## config.mk

```make
export PLATFORM = sky130hd
export DESIGN_NAME = uart_tx_serializer_flat
export DESIGN_NICKNAME = d
export VERILOG_FILES = /design/src/rtl/uart_pkg.sv /design/src/rtl/uart_tx_serializer_if.sv /design/src/rtl/uart_baud_tick.sv /design/src/rtl/uart_tx_serializer.sv /design/src/flat_wrapper.sv
export SDC_FILE = /design/constraint.sdc
export NUM_CORES = 1
export LEC_CHECK = 0
export CAP_MARGIN = 30
export CORE_ASPECT_RATIO = 0.7
export CORE_MARGIN = 5
export CORE_UTILIZATION = 42
export DETAILED_ROUTE_END_ITERATION = 6
export GPL_TIMING_DRIVEN = 0
export PLACE_DENSITY = 0.67
export SLEW_MARGIN = 20
export SYNTH_ARGS = -nofsm -noshare
export SYNTH_HDL_FRONTEND = slang
export SYNTH_HIERARCHICAL = 1
export SYNTH_SLANG_ARGS = --single-unit
```

## constraint.sdc

```tcl
create_clock -name io_mainClk -period 2.6 [get_ports io_mainClk]
set_input_delay 0.39 -clock io_mainClk [delete_from_list [all_inputs] [get_ports io_mainClk]]
set_output_delay 0.39 -clock io_mainClk [all_outputs]
set_load 0.02 [all_outputs]
```

## src/rtl/uart_pkg.sv

```systemverilog
// Shared UART types and constants: TX FSM states, stop/parity encodings, frame data width,
// and the parity helper used when the parity build option is on.
package uart_pkg;

  typedef enum logic [2:0] {IDLE, START, DATA, PARITY, STOP} tx_state_t;

  localparam logic STOP_ONE    = 1'b0;
  localparam logic STOP_TWO    = 1'b1;
  localparam logic PARITY_EVEN = 1'b0;
  localparam logic PARITY_ODD  = 1'b1;
  localparam int   DATA_BITS   = 8;

  // Even parity is the XOR of the data; odd parity is its complement.
  function automatic logic parityOf(input logic [DATA_BITS-1:0] data, input logic odd);
    return (^data) ^ odd;
  endfunction

endpackage

```

## src/rtl/uart_tx_serializer_if.sv

```systemverilog
// Byte stream between the UART TX FIFO pop side and the serializer.
// The master offers a byte with valid; the slave accepts it with ready.
interface uart_tx_serializer_if;
  import uart_pkg::*;

  logic                 valid;
  logic                 ready;
  logic [DATA_BITS-1:0] payload;

  modport master (output valid, output payload, input ready);
  modport slave  (input valid, input payload, output ready);

endinterface

```

## src/rtl/uart_baud_tick.sv

```systemverilog
// Bit-period timer: a load strobe starts a period of io_divider+1 cycles, and io_tick is high
// on the last cycle of that period. Also intended for the receive path.
module uart_baud_tick #(
  parameter int CLK_DIV_W = 16
) (
  input  logic                 io_mainClk,
  input  logic                 resetCtrl_systemReset_n,
  input  logic [CLK_DIV_W-1:0] io_divider,
  input  logic                 io_load,
  output logic                 io_tick
);

  logic [CLK_DIV_W-1:0] cnt;

  assign io_tick = (cnt == '0);

  // The counter holds at zero when idle; it is never decremented past zero.
  always_ff @(posedge io_mainClk or negedge resetCtrl_systemReset_n) begin
    if (!resetCtrl_systemReset_n) begin
      cnt <= '0;
    end else if (io_load) begin
      cnt <= io_divider;
    end else if (cnt != '0) begin
      cnt <= cnt - CLK_DIV_W'(1);
    end
  end

endmodule

```

## src/rtl/uart_tx_serializer.sv

```systemverilog
// UART transmitter: frames one byte per handshake (start, 8 data LSB-first, optional parity when UART_TX_PARITY_EN, 1/2 stop); txd rises/falls the cycle after fire.
// Ready is high only in IDLE or on the final stop-bit cycle, which allows back-to-back frames.
module uart_tx_serializer
  import uart_pkg::*;
#(
  parameter int CLK_DIV_W = 16
) (
  input  logic                  io_mainClk,
  input  logic                  resetCtrl_systemReset_n,
  uart_tx_serializer_if.slave   io_input,
  input  logic [CLK_DIV_W-1:0]  io_clockDivider,
  input  logic                  io_stopBits,
`ifdef UART_TX_PARITY_EN
  input  logic                  io_parityEnable,
  input  logic                  io_parityOdd,
`endif
  output logic                  io_txd,
  output logic                  io_busy
);

  tx_state_t            state;
  logic [DATA_BITS-1:0] shiftReg;
  logic [CLK_DIV_W-1:0] divReg;
  logic                 stopReg;
  logic                 stopCnt;
  logic [2:0]           bitCnt;
  logic                 tick;
  logic                 fire;
  logic                 lastStop;
  logic                 baudLoad;
  logic [CLK_DIV_W-1:0] baudDiv;
`ifdef UART_TX_PARITY_EN
  logic                 parityEnReg;
  logic                 parityBitReg;
`endif

  assign lastStop       = (stopCnt == stopReg);
  assign io_input.ready = (state == IDLE) | ((state == STOP) & tick & lastStop);
  assign fire           = io_input.valid & io_input.ready;

  // A new frame takes its divider straight from the input; in-flight bits use the latched copy.
  assign baudDiv  = fire ? io_clockDivider : divReg;
  assign baudLoad = fire | ((state != IDLE) & tick);

  uart_baud_tick #(
    .CLK_DIV_W (CLK_DIV_W)
  ) u_baudTick (
    .io_mainClk              (io_mainClk),
    .resetCtrl_systemReset_n (resetCtrl_systemReset_n),
    .io_divider              (baudDiv),
    .io_load                 (baudLoad),
    .io_tick                 (tick)
  );

  always_ff @(posedge io_mainClk or negedge resetCtrl_systemReset_n) begin
    if (!resetCtrl_systemReset_n) begin
      state        <= IDLE;
      io_txd       <= 1'b1;
      io_busy      <= 1'b0;
      shiftReg     <= '0;
      divReg       <= '0;
      stopReg      <= STOP_ONE;
      stopCnt      <= 1'b0;
      bitCnt       <= '0;
`ifdef UART_TX_PARITY_EN
      parityEnReg  <= 1'b0;
      parityBitReg <= 1'b0;
`endif
    end else if (fire) begin
      // Fire only happens from IDLE or on the last stop tick, so both paths share this entry.
      state        <= START;
      io_txd       <= 1'b0;
      io_busy      <= 1'b1;
      shiftReg     <= io_input.payload;
      divReg       <= io_clockDivider;
      stopReg      <= io_stopBits;
`ifdef UART_TX_PARITY_EN
      parityEnReg  <= io_parityEnable;
      parityBitReg <= parityOf(io_input.payload, io_parityOdd);
`endif
    end else begin
      case (state)
        IDLE: begin
          io_txd  <= 1'b1;
          io_busy <= 1'b0;
        end
        START: if (tick) begin
          state  <= DATA;
          bitCnt <= '0;
          io_txd <= shiftReg[0];
        end
        DATA: if (tick) begin
          if (bitCnt == 3'(DATA_BITS - 1)) begin
`ifdef UART_TX_PARITY_EN
            if (parityEnReg) begin
              state  <= PARITY;
              io_txd <= parityBitReg;
            end else begin
              state   <= STOP;
              stopCnt <= 1'b0;
              io_txd  <= 1'b1;
            end
`else
            state   <= STOP;
            stopCnt <= 1'b0;
            io_txd  <= 1'b1;
`endif
          end else begin
            bitCnt   <= bitCnt + 3'd1;
            shiftReg <= shiftReg >> 1;
            io_txd   <= shiftReg[1];
          end
        end
`ifdef UART_TX_PARITY_EN
        PARITY: if (tick) begin
          state   <= STOP;
          stopCnt <= 1'b0;
          io_txd  <= 1'b1;
        end
`endif
        STOP: if (tick) begin
          if (!lastStop) begin
            stopCnt <= 1'b1;
          end else begin
            state   <= IDLE;
            io_busy <= 1'b0;
          end
        end
        default: begin
          state   <= IDLE;
          io_txd  <= 1'b1;
          io_busy <= 1'b0;
        end
      endcase
    end
  end

endmodule
```

## src/flat_wrapper.sv

```systemverilog
// flat-port wrapper written by rule: the top's interface ports become plain ports
module uart_tx_serializer_flat import uart_pkg::*;
#(
  parameter int CLK_DIV_W = 16
)
  (io_mainClk, resetCtrl_systemReset_n, io_clockDivider, io_stopBits, io_txd, io_busy, io_input_valid, io_input_payload, io_input_ready);
  uart_tx_serializer_if io_input_i ();
  input  logic io_mainClk;
  input  logic resetCtrl_systemReset_n;
  input  logic [CLK_DIV_W-1:0] io_clockDivider;
  input  logic io_stopBits;
  output logic io_txd;
  output logic io_busy;
  input wire logic [$bits(io_input_i.valid)-1:0] io_input_valid;
  input wire logic [$bits(io_input_i.payload)-1:0] io_input_payload;
  output wire logic [$bits(io_input_i.ready)-1:0] io_input_ready;
  assign io_input_i.valid = io_input_valid;
  assign io_input_i.payload = io_input_payload;
  assign io_input_ready = io_input_i.ready;
  uart_tx_serializer #(.CLK_DIV_W(CLK_DIV_W)) u_core (.io_mainClk(io_mainClk), .resetCtrl_systemReset_n(resetCtrl_systemReset_n), .io_input(io_input_i), .io_clockDivider(io_clockDivider), .io_stopBits(io_stopBits), .io_txd(io_txd), .io_busy(io_busy));
endmodule
```

# Word-level counts from Yosys, hierarchy flattened
# Index checks and enable logic that the tools add are counted.
word_totals:
  output_inout_bits: 3
  register_bits: 50
classes:
  bitwise_logic: 7
  mux: 32
  n_addsub: 2
  n_reduce_logical: 16
  n_eq_ne: 20
op_table:
  columns: ["op", "n"]
  rows:
  - ["$mux W16", 3]
  - ["$mux W8", 4]
  - ["$mux W3", 9]
  - ["$logic_not A16 Y1", 1]
  - ["$ne A2 B1 Y1 const B", 8]
  - ["$reduce_bool A16 Y1", 1]
  - ["$sub A16 B1 Y16 const B", 1]
  - ["$ne A3 B1 Y1 const B", 5]
  - ["$pmux W3 S4", 1]
  - ["$reduce_and A6 Y1", 2]
  - ["$mux W1", 11]
  - ["$reduce_bool A2 Y1", 5]
  - ["$reduce_and A3 Y1", 3]
  - ["$eq A3 B3 Y1 const B", 2]
  - ["$pmux W3 S2", 1]
  - ["$reduce_and A5 Y1", 1]
  - ["$and A1 B1 Y1", 4]
  - ["$ne A2 B2 Y1 const B", 2]
  - ["$pmux W1 S2", 2]
  - ["$add A3 B1 Y3 const B", 1]
  - ["$eq A3 B1 Y1 const B", 1]
  - ["$eq A3 B2 Y1 const B", 1]
  - ["$logic_not A3 Y1", 1]
  - ["$pmux W1 S3", 1]
  - ["5 further kinds", 6]

# Depth between registers and ports, before layout
# Gate-level depths: netlist (run 1).
depth:
  depth_word: 7
  depth_mapped: 13

# Cells and area by module
# The synthesis (run 1) kept the hierarchy.
by_module_without_submodules:
  columns: ["module", "area_each_um2", "n_inst", "cells_each"]
  rows:
  - ["uart_tx_serializer", 1709.1, 1, 182]
  - ["uart_baud_tick", 1006.0, 1, 104]

# Worst setup path before layout (run 1)
# Ideal clock, no wire load.
synth_timing:
  path_kind: "register -> register"
  from: "register u_core.u_baudTick.cnt[0]"
  to: "register u_core.u_baudTick.cnt[6]"
  arrival_ps: 2392
  stages_incl_launch_ff: 11
  setup_ps: 142
  required_time_ps: 2458
  path_slack_ps: 67
  synth_period_minus_slack_ps: 2533
  n_path_buf: 2
  path_cell_list: "dfrtp_1 inv_1 ha_1 nor3b_4 nand3_2 nor2_1 inv_1 o21bai_1 clkbuf_1 clkbuf_1 o221ai_1"
synth_between:
  elab_chain_cells: 7
  word_cells_on_any_way: 13
synth_lines:
  columns: ["item", "line_no", "source"]
  rows:
  - ["start: declaration", "uart_baud_tick.sv:13", "logic [CLK_DIV_W-1:0] cnt;"]
  - ["start signal: assignment", "uart_baud_tick.sv:22", "cnt <= io_divider;"]
  - ["start signal: assignment", "uart_baud_tick.sv:24", "cnt <= cnt - CLK_DIV_W'(1);"]
  - ["$logic_not A16 Y1 *", "uart_baud_tick.sv:15", "assign io_tick = (cnt == '0);"]
  - ["net u_core.tick", "uart_tx_serializer.sv:27", "logic tick;"]
  - ["$and A1 B1 Y1 (2 in a row)", "uart_tx_serializer.sv:38", "assign io_input.ready = (state == IDLE) | ((state == STOP) & tick & lastStop);"]
  - ["$or A1 B1 Y1", "uart_tx_serializer.sv:38", null]
  - ["$and A1 B1 Y1", "uart_tx_serializer.sv:39", "assign fire = io_input.valid & io_input.ready;"]
  - ["$or A1 B1 Y1 *", "uart_tx_serializer.sv:43", "assign baudLoad = fire | ((state != IDLE) & tick);"]
  - ["net u_core.baudLoad", "uart_tx_serializer.sv:30", "logic baudLoad;"]
  - ["$mux W16 or $reduce_bool A2 Y1 (tied branches)", null, null]
# Mark *: on every way through the listed nets, which the timed path passes. The rest lies on a longest branch. The select of a mux whose other input is x is not followed.
# A chain may end at the register's enable or synchronous reset.

# Final worst setup path (run 1)
layout_timing:
  from: "register u_core.u_baudTick.cnt[0]"
  to: "output io_input_ready"
layout_between:
  elab_chain_cells: 4
layout_lines:
  columns: ["item", "line_no", "source"]
  rows:
  - ["$logic_not A16 Y1", "uart_baud_tick.sv:15", null]
  - ["net u_core.tick", "uart_tx_serializer.sv:27", null]
  - ["$and A1 B1 Y1 (2 in a row)", "uart_tx_serializer.sv:38", null]
  - ["$or A1 B1 Y1", "uart_tx_serializer.sv:38", null]
  - ["end: declaration", "flat_wrapper.sv:16", "output wire logic [$bits(io_input_i.ready)-1:0] io_input_ready;"]
# The timed path passes the listed nets, and every way through them passes these cells.

==> flow_summary.ini, run 1 <==
[outcome]
status = finished clean

[power]
ir_drop_mv = 0.3212
p_per_area_nw_per_um2 = 776.9
leakage_nw = 1.460

[synth]
yosysUniqueCellTypes = 56
avgSynthCellArea_um2 = 9.493
synth.area.top_cells = dfrtp_1 45%, nand2_1 10%, xnor2_1 2.9%
synth_nets = 317
synthDominantCellAreaShare = 0.4516
synthArstFlopShare = 1.000
netlist_instances = 286
synth_top_cell_by_area = dfrtp_1
seq_area_frac_synth = 0.4613
synth-edff-count = 0
yosys_register_bits = 50
yosysMostFrequentCell = nand2_1
yosysWarnings = 6
synth_area_um2 = 2715
synth_common_cells = 73 x nand2_1, 49 x dfrtp_1, 12 x a21oi_1, 12 x nand2b_1
synth_flop_cell = dfrtp_1

[job]
max_cap_violations = 0

[sta]
clock_skew_ns = 0.006134
finalMaxSlewViolations = 0
fin_crit_ns = 2.491
clock.fmax_mhz = 401.5
tns_ns = 0
tightestPinTransition_ns = 0.7332
relSlewSlack = 0.5071
post-route-period-util = 0.9579
setup_viol = 0
hold_violations = 0

[detailed_routing]
drt-total-wl_mm = 6.266
ant_nets = 0
viasPerCell = 5.431
drtPass1Iterations = 4
drt_iter0_drc = 130
wl_per_cell_um = 15.25
route.detailed.drc = 0
num_vias = 2232

[cts]
cts_buffers = 5
cts.path.max_buffers = 2
clock-sinks = 50
cts_tree = done
cts_hold_buffers = 0
insertion_delay_ns = 0.30
clkSlewWorstSetupHoldPaths_ns = 0.09
cts_htree_levels = 2
cts-root-buf = clkbuf_8

[global_route]
grt_pass1_vias = 2158
antenna_found_initial = 0
grt_overflow = 0
grt_util_all_layers = 0.1585
grt_start_max_net_pins = 51
grt_pass1_wl_mm = 10.60

[setup_path]
cp_max_fo = 8
timing.critical_path.to_type = output pin
startpoint_type = flop
r2r_cells = 11
r2r-start = u_core/u_baudTick/cnt[0]$_DFFE_PN0P_
crit_start = u_core/u_baudTick/cnt[0]$_DFFE_PN0P_
setup.worst_path.end = io_input_ready
r2r_end = u_core/u_baudTick/cnt[12]$_DFFE_PN0P_
crit_required_ns = 2.21
worst_ep_arrival_time_ns = 2.10
r2r_slack_ns = 0.14
crit_type = reg2out

[floorplanning]
core_area_um2 = 6246
die_area_um2 = 8198
die_x_um = 106.1
die_h_um = 77.27
start_util = 0.4347
num_rows = 24
io-pin-count = 31

[worst_hold_path]
hold_class = in2async

[finish]
drive_above_1_share = 0.1592
post-route-util = 0.5333
syn_to_final_growth_pct = 22.67
num_antenna_cells = 0
final_nets = 363
final_cells = 411

[place]
hpwl_mm = 4.370
dpl.cell_count = 394
routabilityCongestion = 0.8848
io_buffers = 30
==> report_power, final <==
group	internal (mW)	switching, mW	leakage [nW]
Combinational	0.417	0.366	0.788
Sequential	1.04	0.221	0.620
Clock	0.287	0.260	0.0514
==> worst min path at each step <==
stage / slack (ns) / end / cells past startpoint
floorplan: 0.09 / u_core/bitCnt[0]$_DFFE_PN0P_ / 0
global placement: 0.44 / u_core/divReg[11]$_DFF_PN0_ / 2
detailed placement: 0.45 / u_core/shiftReg[7]$_DFFE_PN0P_ / 1
CTS: 0.12 / u_core/divReg[4]$_DFF_PN0_ / 1
global route: 0.15 / u_core/shiftReg[1]$_DFFE_PN0P_ / 1
finish: 0.1 / u_core/shiftReg[1]$_DFFE_PN0P_ / 1
==> cells in the final DEF (no fill, tap or decap), types with 3 or more instances in the layout <==
cell,n
buf_4,12
nor3_1,4
o21ai_0,11
and3_1,3
o21ai_1,7
nor2_1,10
o22ai_1,4
nor2b_1,4
xnor2_1,9
nand2b_1,12
o211a_1,6
mux2_2,3
a211oi_1,5
dfrtp_1,49
buf_6,6
buf_2,6
nand3_1,3
clkbuf_8,5
clkdlybuf4s50_1,28
a21oi_1,12
inv_1,4
nand2_1,73
==> repair_timing <==
item,4_1_cts,5_1_grt
setup buffers,1,8
gates resized for setup,14,6
endpoints found under the setup margin,25,8
pin swaps,0,2
==> flip-flops by register name (all words and copies together) (netlist names) <==
register and cells:
u_core/io_busy 1, u_core/stopReg 1, u_core/bitCnt 3, u_core/stopCnt 1, u_core/divReg 16, u_core/u_baudTick/cnt 16, u_core/state 3, u_core/shiftReg 8
u_core/io_txd 1
==> area by class of cell <==
type                       count  area (µm²)
buffer                        16       121.4
tap                           78       97.59
clock buffer                   6       72.57
clock inverter                 2       37.54
inverter                       4       15.01
fill                         596        2915
multi-input combinational    216        1371
sequential                    50        1252
timing repair buffer          39       362.8
==> critical path, stage by stage (launching register included) <==
cell and delay, ns:
dfrtp_1 0.41, inv_1 0.09, ha_2 0.20, nor3b_4 0.27, nand3_4 0.14, nor2_4 0.16
buf_6 0.14, nand2_1 0.07, a21boi_1 0.16, buf_4 0.16
==> per-layer routing <==
layer	routed length, µm	vias to the layer above	GRT usage	part of all wire
li1	-	1104	-	-
met1	3404	1079	0.2463	0.54
met2	2537	44	0.2225	0.40
met3	259	5	0.02685	0.041
met4	64	0	0.04657	0.010
met5	0	-	0	0
==> cell families (layout without fill, tap and decap cells) <==
logic type	after synthesis	after routing	share of synthesized area
AO/OA/AOI/OAI	66	66	0.1682
buffers and inverters	20	67	0.04608
XOR/XNOR	10	10	0.03226
flip-flops	50	50	0.4613
adder cells (fa/ha/maj)	3	3	0.01383
multiplexers	5	5	0.01982
AND/OR/NAND/NOR	132	132	0.2585
==> per-stage QoR <==
step	cell area [µm²]	hold WS, ns	setup slack [ns]	total power, mW
2_1_floorplan	2715	0.09441	0.06668	1.756
3_3_place_gp	3113	0.4424	-0.7632	1.951
4_1_cts	3258	0.1210	0.01934	2.541
6_report	3331	0.09970	0.1094	2.588
5_1_grt	3331	0.1504	-0.009045	2.752
3_5_place_dp	3110	0.4460	-0.8355	1.977
Note: power is estimated with default switching activity, not from simulation.
==> run 2: changes to the inputs <==
- CORE_UTILIZATION: 42 -> 50
- PLACE_DENSITY: 0.67 -> 0.77
==> run 2 against run 1 <==
Sequential share of layout area increased by 0.41 points; register-to-register slack about the same; worst hold slack got worse by 0.0097 ns; clock-buffer cell count is 1 lower; non-clock buffer count fell by 2; wire length increased by 0.37%; core utilization is 9.3 points higher; sequential power about the same; clock skew grew 0.0033 ns; clock power is 1% higher; largest power group unchanged.
==> flow_summary.ini, run 2 (synthesis gave the netlist of run 1 again) <==
[floorplanning]
die_x_um = 98.08
core_area_um2 = 5258
start_util = 0.5164
io-pin-count = 31
die_area_um2 = 7028
num_rows = 22
die_h_um = 71.66

[setup_path]
cpMaxStageDelayCell = dfrtp_1
cpPeakStageDelay_ns = 0.42
path_cells = inv_1 > ha_2 > nor3b_4 > nand3_2 > nor2_4 > buf_6 > nand2_1 > a21boi_0 > buf_2
cp_top_family = simple AND/OR/NAND/NOR gates
path_buf_inv = 3
timing.critical_path.to_type = output pin
crit_start = u_core/u_baudTick/cnt[0]$_DFFE_PN0P_
r2r-start = u_core/u_baudTick/cnt[0]$_DFFE_PN0P_
startpoint_type = flop
crit_type = reg2out
crit_required_ns = 2.21
worst_ep_arrival_time_ns = 2.12
cp_max_fo = 7

[cts]
cts_htree_levels = 2
clock-sinks = 50
insertion_delay_ns = 0.31
cts.path.max_buffers = 2
cts-root-buf = clkbuf_8
cts_hold_buffers = 0
cts_buffers = 5
clkSlewWorstSetupHoldPaths_ns = 0.09
cts_tree = done

[worst_hold_path]
hold_class = in2async

[place]
hpwl_mm = 4.366
io_buffers = 30
routabilityCongestion = 0.9149
dpl.cell_count = 388

[power]
p_per_area_nw_per_um2 = 785.3
ir_drop_mv = 0.5430
leakage_nw = 1.445
p_total_mw = 2.587

[detailed_routing]
viasPerCell = 5.598
met1_length_mm = 3.101
drtPass1Iterations = 4
top_layer = met4
wl_met2_mm = 2.681
met3_length_um = 426
drt-total-wl_mm = 6.289
ant_nets = 0
num_vias = 2256
drt_iter0_drc = 190
wl_per_cell_um = 15.61
route.detailed.drc = 0

[sta]
clock.fmax_mhz = 398.0
hold_violations = 0
post-route-period-util = 0.9663
relSlewSlack = 0.5316
clock_skew_ns = 0.009468
setup_viol = 0
tightestPinTransition_ns = 0.6968
tns_ns = 0
finalMaxSlewViolations = 0
fin_crit_ns = 2.512
hold_slack_ns = 0.08997

[outcome]
status = finished clean

[finish]
final_cells = 403
post-route-util = 0.6266
num_antenna_cells = 0
final_nets = 361
final_cell_mix = 73 x nand2_1, 49 x dfrtp_1, 28 x clkdlybuf4s50_1, 12 x nand2b_1, 12 x a21oi_1
final_common_cell = nand2_1
drive_above_1_share = 0.1541
reg_top3 = u_core/divReg x16, u_core/u_baudTick/cnt x16, u_core/shiftReg x8
syn_to_final_growth_pct = 21.34

[global_route]
grt_pass1_wl_mm = 10.69
grt_overflow = 0
antenna_found_initial = 0
grt_pass1_vias = 2169
grt_start_max_net_pins = 51
grt_util_all_layers = 0.1888

[job]
max_cap_violations = 0
## run 2: metrics by stage
step                worst slack (ns)  cell area (µm²)
floorplan                    0.06668             2715
global placement             -0.6142             3105
detailed placement           -0.7449             3103
CTS                          0.03966             3243
global route                -0.03832             3294
finish                       0.08769             3294
## run 2: final cells by class
class | count | area (µm²)
clock inverters | 3 | 45.04
well taps | 72 | 90.09
repair buffers | 37 | 345.3
clock buffers | 5 | 68.82
flip-flops and latches | 50 | 1252
inverters | 4 | 15.01
plain buffers | 16 | 118.9
multi-input cells | 216 | 1359
fillers | 445 | 1963
## run 2: per-layer routing
layer  track usage  vias to the layer above
met5             0                        -
met1        0.2824                     1084
met2        0.2722                       69
met4       0.05530                        0
met3       0.04280                        8
li1              -                     1095
## run 2: path summary, 6_finish.rpt
check	endpoint	slack (ns)	cells after the start
min reg2reg	u_core/divReg[5]$_DFF_PN0_	0.47	2
max reg2reg	u_core/u_baudTick/cnt[0]$_DFFE_PN0P_	0.14	11
min	u_core/shiftReg[5]$_DFFE_PN0P_	0.09	1
max	io_input_ready	0.09	9
min in group io_mainClk	u_core/divReg[5]$_DFF_PN0_	0.47	2
max in group asynchronous	u_core/divReg[6]$_DFF_PN0_	2.08	1
## run 2: timing repair
action                     CTS  global route
setup buffers                2             5
pin swaps                    0             2
setup endpoints to repair   24            17
resized for setup           11             4
## run 2: report_power, final
part           total [mW]  switching [mW]  leakage (nW)  internal (mW)
Clock               0.553           0.267        0.0504          0.286
Combinational       0.772           0.366         0.775          0.407
Sequential           1.26           0.226         0.620           1.04
==> run 3: changes to the inputs <==
- CORE_ASPECT_RATIO: 0.7 -> default
- HOLD_SLACK_MARGIN: default -> 0.02
==> run 3 against run 2 <==
Die area decreased by 0.33%; power increased by 4.2%; via count fell by 1.7%; register-to-register slack lost 0.03 ns; sequential power about the same; largest cell class unchanged; combinational power hardly changed; global-route usage down 0.80 points; clock-buffer cell count up 1; setup slack got worse by 0.0031 ns.
==> flow_summary.ini, run 3 (synthesis gave the netlist of run 1 again) <==
[setup_path]
startpoint_type = flop
timing.critical_path.to_type = output pin
worst_ep_arrival_time_ns = 2.13
crit_required_ns = 2.21
crit_type = reg2out
cp_max_fo = 10

[sta]
clock_skew_ns = 0.005831
setup_viol = 0
fin_crit_ns = 2.515
tns_ns = 0
rsz0062_at_grt = true
relSlewSlack = 0.5103
post-route-period-util = 0.9675
hold_violations = 0
tightestPinTransition_ns = 0.7285
clock.fmax_mhz = 397.5
finalMaxSlewViolations = 0

[finish]
num_antenna_cells = 0
final_cell_mix = 73 x nand2_1, 49 x dfrtp_1, 28 x clkdlybuf4s50_1, 12 x nand2b_1, 12 x a21oi_1
reg_top3 = u_core/divReg x16, u_core/u_baudTick/cnt x16, u_core/shiftReg x8
syn_to_final_growth_pct = 22.44
final_cells = 399
design_area_um2 = 3324
final_nets = 359
drive_above_1_share = 0.1520
final_common_cell = nand2_1

[place]
postPlaceCellArea_um2 = 3118
hpwl_mm = 4.236
dpl.cell_count = 387
routabilityCongestion = 0.8561
io_buffers = 30

[floorplanning]
core_area_um2 = 5205
num_rows = 26
die_x_um = 83.69
die_h_um = 83.69
die_area_um2 = 7004
io-pin-count = 31
start_util = 0.5216

[detailed_routing]
ant_nets = 0
drt_iter0_drc = 94
wl_per_cell_um = 14.78
num_vias = 2218
route.detailed.drc = 0
drtPass1Iterations = 4
drt-total-wl_mm = 5.898
viasPerCell = 5.559

[cts]
clock-sinks = 50
cts.path.max_buffers = 2
cts_htree_levels = 2
insertion_delay_ns = 0.31
clkSlewWorstSetupHoldPaths_ns = 0.09
cts-root-buf = clkbuf_8
cts_buffers = 5
cts_tree = done

[power]
p_per_area_nw_per_um2 = 811.3
leakage_nw = 1.463
pwr-share-comb = 0.287
clockPowerShare = 0.250
seq_power_share = 0.463
swShare = 0.3124
switching_power_mw = 0.8426
cellInternalPower_mw = 1.854
ir_drop_mv = 0.4041

[outcome]
status = finished clean

[global_route]
grt_overflow = 0
grt_start_max_net_pins = 33
grt_pass1_wl_mm = 10.49
antenna_found_initial = 0
grt_pass1_vias = 2258
grt_util_all_layers = 0.1807

[job]
max_cap_violations = 0

[worst_hold_path]
hold_class = in2async
==> run 3: through the flow <==
step             util  total power [mW]  worst slack, ns  hold WS [ns]
6_report       0.6387             2.697          0.08458       0.01924
2_1_floorplan       -             1.756          0.06668       0.09441
3_5_place_dp   0.5990             1.990          -0.7293        0.3700
3_3_place_gp   0.5962             1.954          -0.7055        0.4432
4_1_cts        0.6322             2.688         -0.02510       0.03182
5_1_grt        0.6387             2.881         -0.04133       0.04963
==> run 3: routing by layer <==
metal  share of wire  wire, µm  global-route usage
met5               0         0                   0
met1            0.44      2580              0.2247
met4          0.0064        38             0.04094
met2            0.52      3042              0.3138
met3           0.040       236             0.04738
==> run 3: cell type report <==
cell class                 instances  area (µm²)
clock inverter                     2       60.06
timing repair buffer              35       342.8
tap                               70       87.58
clock buffer                       6       82.58
sequential                        50        1252
fill                             452        1881
buffer                            16       121.4
multi-input combinational        216        1363
inverter                           4       15.01
==> run 3: worst max-delay path: stages, from the launching register on <==
cell and delay [ns]:
dfrtp_1 0.42, inv_1 0.09, ha_2 0.21, nor3b_4 0.26, nand3_4 0.15, nor2_4 0.15, buf_6 0.15, nand2_1 0.09
a21boi_2 0.15, buf_4 0.15
==> run 3: power groups by stage <==
stage | Combinational (mW) | Clock [mW] | Sequential [mW]
5_1_grt | 0.866 | 0.733 | 1.28
2_1_floorplan | 0.513 | 0 | 1.24
4_1_cts | 0.747 | 0.692 | 1.25
6_report | 0.775 | 0.675 | 1.25
3_3_place_gp | 0.698 | 0 | 1.26
3_5_place_dp | 0.727 | 0 | 1.26
==> run 3: worst paths after layout <==
| path | startpoint | end | slack [ns] | cells past startpoint |
|---|---|---|---|---|
| max | u_core/u_baudTick/cnt[0]$_DFFE_PN0P_ | io_input_ready | 0.08 | 9 |
| min | resetCtrl_systemReset_n | u_core/shiftReg[5]$_DFFE_PN0P_ | 0.02 | 1 |
| max reg2reg | u_core/u_baudTick/cnt[0]$_DFFE_PN0P_ | u_core/u_baudTick/cnt[6]$_DFFE_PN0P_ | 0.11 | 10 |
| min reg2reg | u_core/divReg[9]$_DFF_PN0_ | u_core/divReg[9]$_DFF_PN0_ | 0.47 | 2 |
| max in group asynchronous | resetCtrl_systemReset_n | u_core/u_baudTick/cnt[4]$_DFFE_PN0P_ | 2.07 | 2 |
| min in group io_mainClk | u_core/divReg[9]$_DFF_PN0_ | u_core/divReg[9]$_DFF_PN0_ | 0.47 | 2 |
==> run 3: what timing repair did <==
item | in CTS | in global routing
setup endpoints to repair | 24 | 15
buffers inserted | 1 | 3
cloned | 0 | 0
pin swaps | 0 | 2
hold buffers | 0 | 0
hold endpoints to repair | 0 | 0
resized for setup | 13 | 6
